File: src/rtl/ifu.sv
// ifu: instruction fetch unit. Holds the PC, issues one 32-bit fetch at a time,
//      registers the returned word with its PC and hands it to decode.
// Latency: REQ -> WAIT -> OUT, 3 cycles per instruction best case; out_valid
//      rises one cycle after the memory response.
// Backpressure: out_ready low holds the registered instruction stable in OUT
//      and blocks new fetches. Memory responses are never back-pressured.
// Ports:
//   clk, rst                  clock, synchronous active-high reset
//   halt                      level, blocks new fetch requests only
//   redirect_valid/_pc        one-cycle PC redirect, kills in-flight work
//   imem_req_valid/_ready     fetch request handshake, imem_addr = pc
//   imem_rsp_valid/_data/_err fetch response (one outstanding at most)
//   out_valid/_ready          handoff to decode with out_inst/out_pc/out_err
//   fetch_cnt                 instructions handed to decode (wraps at 2^64)
module ifu #(
  parameter logic [63:0] RESET_PC = 64'h8000_0000
) (
  input  logic        clk,
  input  logic        rst,
  input  logic        halt,
  input  logic        redirect_valid,
  input  logic [63:0] redirect_pc,
  output logic        imem_req_valid,
  input  logic        imem_req_ready,
  output logic [63:0] imem_addr,
  input  logic        imem_rsp_valid,
  input  logic [31:0] imem_rsp_data,
  input  logic        imem_rsp_err,
  output logic        out_valid,
  input  logic        out_ready,
  output logic [31:0] out_inst,
  output logic [63:0] out_pc,
  output logic        out_err,
  output logic [63:0] fetch_cnt
);

  typedef enum logic [1:0] {
    S_REQ  = 2'd0,
    S_WAIT = 2'd1,
    S_OUT  = 2'd2
  } state_t;

  state_t      state, state_nxt;
  logic        drop, drop_nxt;
  logic [63:0] pc;
  logic        capture;
  logic        fire;

  assign imem_addr = pc;

  always_ff @(posedge clk) begin
    if (rst) begin
      state <= S_REQ;
      drop  <= 1'b0;
    end else begin
      state <= state_nxt;
      drop  <= drop_nxt;
    end
  end

  // Outputs are forced low while rst is high so no request leaks out during
  // a multi-cycle reset.
  always_comb begin
    state_nxt      = state;
    drop_nxt       = drop;
    imem_req_valid = 1'b0;
    out_valid      = 1'b0;
    capture        = 1'b0;
    fire           = 1'b0;
    if (!rst) begin
      case (state)
        S_REQ: begin
          // Suppressed on redirect so the old PC never handshakes.
          imem_req_valid = !halt && !redirect_valid;
          if (imem_req_valid && imem_req_ready) begin
            state_nxt = S_WAIT;
          end
        end
        S_WAIT: begin
          if (redirect_valid) begin
            if (imem_rsp_valid) begin
              // Response for the killed fetch arrives right now: just drop it.
              state_nxt = S_REQ;
              drop_nxt  = 1'b0;
            end else begin
              // Response still pending: remember to discard it when it lands.
              drop_nxt = 1'b1;
            end
          end else if (imem_rsp_valid) begin
            if (drop) begin
              drop_nxt  = 1'b0;
              state_nxt = S_REQ;
            end else begin
              capture   = 1'b1;
              state_nxt = S_OUT;
            end
          end
        end
        S_OUT: begin
          out_valid = !redirect_valid;
          if (redirect_valid) begin
            state_nxt = S_REQ;
          end else if (out_ready) begin
            fire      = 1'b1;
            state_nxt = S_REQ;
          end
        end
        default: state_nxt = S_REQ;
      endcase
    end
  end

  always_ff @(posedge clk) begin
    if (rst) begin
      pc        <= RESET_PC;
      out_inst  <= 32'd0;
      out_pc    <= 64'd0;
      out_err   <= 1'b0;
      fetch_cnt <= 64'd0;
    end else begin
      // Redirect wins over the sequential increment; capture cannot coincide
      // with a redirect, but the priority keeps that explicit.
      if (redirect_valid) begin
        pc <= redirect_pc & ~64'h3;
      end else if (capture) begin
        pc <= pc + 64'd4;
      end
      if (capture) begin
        out_inst <= imem_rsp_data;
        out_pc   <= pc;
        out_err  <= imem_rsp_err;
      end
      if (fire) begin
        fetch_cnt <= fetch_cnt + 64'd1;
      end
    end
  end

endmodule

File: config.mk
export PLATFORM = sky130hd
export DESIGN_NAME = ifu
export DESIGN_NICKNAME = d
export VERILOG_FILES = /design/src/rtl/ifu.sv
export SDC_FILE = /design/constraint.sdc
export NUM_CORES = 1
export LEC_CHECK = 0
export ABC_AREA = 0
export CAP_MARGIN = 25
export CORE_UTILIZATION = 36
export CTS_CLUSTER_DIAMETER = 60
export DETAILED_ROUTE_END_ITERATION = 10
export PLACE_DENSITY_LB_ADDON = 0.3
export SLEW_MARGIN = 0
export SYNTH_ARGS = -nofsm -noshare
export SYNTH_HDL_FRONTEND = slang
export SYNTH_SLANG_ARGS = --single-unit
export TNS_END_PERCENT = 20
File: constraint.sdc
create_clock -name clk -period 3.5 [get_ports clk]
set_input_delay 1.05 -clock clk [delete_from_list [all_inputs] [get_ports clk]]
set_output_delay 1.05 -clock clk [all_outputs]
set_load 0.03 [all_outputs]
==> impl_results.md <==
- Number of synthesized flops with an enable pin: 0
- Post-placement setup slack: 50.9 ps
- Distinct cells, synth: 58
- Height of the die: 171 µm
- Buffer count from post-CTS setup fixing: 0
- Net Sw Frac: 24.4%
- CTS Hold Buffers Added: 0
- Vias: 10700
- Effective utilization at floorplan: 36.8%
- Setup violation total in the final timing report: 0
- Average cell area after synthesis: 7.99 µm²
- Total DRC errors in the routed layout: 0
- Number of top-level design ports: 331
- # nets final: 1705
- Synth Flop Type: dfxtp_1
- Vias per Instance: 5.36
- Total internal power: 4.60 mW
- Area of the core region: 27900 µm²
- Routability congestion estimate from global placement: 0.834
- Clock power share: 46.5%
- Unrepaired setup endpoints after global routing: no
- Highest attainable clock frequency: 0.328 GHz
- First element of the critical path: redirect_valid
- Flop and latch count out of synthesis: 224
- Post-CTS Resized: 0
- Post-detailed-placement half-perimeter wirelength: 24.5 mm
- Cells on worst reg2reg path: 5
- Post-route minimum period: 3050 ps
- Gate power share: 9.2%
- Req. time, crit path: 2450 ps
- Number of DRC violations after detailed-routing iteration 0: 535
- Max-Slew Margin vs Limit: 47.0%
- Source-to-sink clock delay at the later pin of the worst-skew pair: 530 ps
- Vias in the first global route: 9875
- CTS clock-pin slew for the worst setup and hold paths: 60 ps
- Post-Route Hold Slack: 451 ps
- Seq pwr share: 44.4%
- Outcome: completed
- Max cap viols: 0
- Total clock sinks: 224
- Cell type with the highest aggregate area in the netlist: dfxtp_1
- Initial antenna violation count: 3
- Crit path max fanout: 5
- Skew final: 14.3 ps
- Warnings, synthesis: 0
- Worst Path Arrival: 2000 ps
- Count of final max-slew check failures: 0
- Synth area leaders: dfxtp_1 44%, nand2_1 9.3%, a21oi_1 7.5%
- Share of the synthesized area in the top cell type: 43.6%
- CTS tree: done
- VDD IR max: 0.273 mV
- Total overflow reported by the global router: 0
- Critical path start-end classification: in -> out
- Final critical-path setup slack: 452 ps
- Routed Wire Length: 34.3 mm
- Area overhead of the layout relative to synthesis: 45.4%
- Post-synthesis instance total: 1288
- Clk root buf: clkbuf_16
- Hold worst-path end: out_pc[15]
- Die extent in x: 171 µm
- Number of antenna-violating nets in the routed design: 0
- Worst r2r dst: imem_addr[56]
- Endpoint type of the worst setup path: output pin
- Number of buffers created by CTS: 27
- Setup TNS: 0 ps
- Number of detailed-routing iterations run before antenna repair: 5
- Category of the worst setup path launch point: input pin
- Reg-to-reg critical path startpoint: imem_addr[5]
- GRT Total Usage: 22.5%
- H-Tree Depth: 1
- DIE AREA: 29300 µm²
- Number of port buffers: 324
- Wire length of the first global-routing pass: 52.9 mm
- Count of cells along the worst hold path: 2
- Post-route clock period utilization: 87.1%
- Hold path startpoint: out_pc[15]
- Leakage dissipation: 4.87 nW
- Setup slack of the most critical reg-to-reg path: 750 ps
- Standard-cell rows: 61
- Reported net switching power: 1.48 mW
- DR WL/cell: 17.2 µm
- Total cell area at the placement stage: 14100 µm²
- Number of hold violations in the final report: 0
- Power density over the cells: 406 nW/µm²
- Clock buffer depth: 3
- Sequential area share after synthesis: 43.6%
- Path category of the worst min-delay check: reg -> reg
- Maximum number of pins on one net before global-route repair: 170
- Slew at the pin closest to its max-slew limit: 794 ps
- FFs w/ async S/R, synth: 0%
- Fraction of layout cells with a size suffix above 1: 6.49%
- Final design area excluding fillers: 15000 µm²
- Syn Std Cell Area: 10300 µm²
## layout by cell type (no fill, tap or decap), drive strengths merged, types with 4 or more instances in the layout
cell	n
a2111oi	9
a211oi	27
a21oi	154
a311oi	19
and2	8
and3	25
and4	21
buf	43
clkbuf	41
clkdlybuf4s50	320
clkinv	4
conb	4
dfxtp	224
inv	27
nand2	256
nand3	60
nand4	36
nor2	87
nor3	21
nor4	21
nor4b	5
o21ai	17
o31ai	37
or2	4
or3	23
or4	38
xnor2	24
xor2	24
## sequential cells by signal, indices dropped and copies added, names as in the netlist
| name | cells |
|---|---|
| drop | 1 |
| imem_addr | 62 |
| out_inst | 32 |
| fetch_cnt | 64 |
| state | 2 |
| out_pc | 62 |
| out_err | 1 |
## power groups by stage
stage | Sequential (mW) | Combinational [mW] | Clock, mW
after floorplan | 2.83 | 0.178 | 0
after global placement | 2.75 | 0.552 | 0
after detailed placement | 2.75 | 0.558 | 0
after CTS | 2.70 | 0.560 | 2.90
after global routing | 2.71 | 0.595 | 2.99
final | 2.70 | 0.557 | 2.82
## Yosys cell counts (2+ instances only)
master     number
nor3_1         21
nand3_4         2
nand3b_1        2
buf_1           8
nor2_1         87
nand3_1        58
o211ai_1        3
a32oi_1         2
dfxtp_1       224
a21oi_1       154
and2_1          8
buf_2           2
nor3b_1         2
or4_1          38
o31ai_1        37
buf_6           4
buf_4           5
nor2b_1         3
mux2_2          3
o21ai_0        17
a211oi_1       27
ha_1            2
a311oi_1       19
nand2_1       255
nand4_1        35
a31oi_1         2
or3_1          23
xnor2_1        24
xor2_1         24
clkbuf_1       65
nor4_1         18
inv_1          27
or2_2           4
a2111oi_0       9
and4_1         21
nor4b_1         5
and3_1         25
nor4_4          3
## kinds of logic after synthesis
| group | count (synthesis) | synth area share (%) |
|---|---|---|
| compound gates | 281 | 16.8 |
| xor+xnor | 48 | 4.09 |
| fa+ha+maj | 2 | 0.243 |
| buf+inv | 112 | 4.60 |
| flops | 224 | 43.6 |
| mux | 4 | 0.426 |
| other cells | 1 | 0.0364 |
| simple gates | 616 | 30.2 |
## per-stage QoR
step                      util (%)  total power [mW]  std cells
after floorplan                  -              3.00       1291
after global placement        50.3              3.30       1948
after detailed placement      50.3              3.31       1948
after CTS                     53.5              6.16       1996
after global routing          53.6              6.29       1999
final                         53.6              6.08       1999
## critical path, cell delays in order
cell	delay [ps]
buf_2	110
or4b_4	560
clkinv_2	100
buf_4	170
## metal layers
| metal | GRT usage, % | vias up | wire length, µm |
|---|---|---|---|
| met5 | 0 | - | 0 |
| met4 | 8.07 | 0 | 957 |
| met3 | 6.55 | 62 | 2890 |
| met2 | 38.2 | 341 | 16300 |
| met1 | 26.9 | 5033 | 14200 |
| li1 | - | 5272 | - |
## cell type report
class / instances / area, µm²
tap: 378 / 473
inverter: 28 / 106
antenna: 3 / 7.51
clock inverter: 7 / 93.8
fill: 2691 / 13000
multi-input combinational: 955 / 5380
timing repair buffer: 363 / 3610
sequential: 224 / 4480
clock buffer: 41 / 808
## how the worst max path moves through the flow
stage / slack (ps) / endpoint / cells past startpoint
2_1_floorplan: 20 / imem_req_valid / 3
3_3_place_gp: 120 / imem_addr[57] / 7
3_5_place_dp: 50 / imem_addr[57] / 7
4_1_cts: 440 / out_valid / 4
5_1_grt: 420 / out_valid / 4
6_report: 450 / out_valid / 4
(Power assumes the default switching activity.)
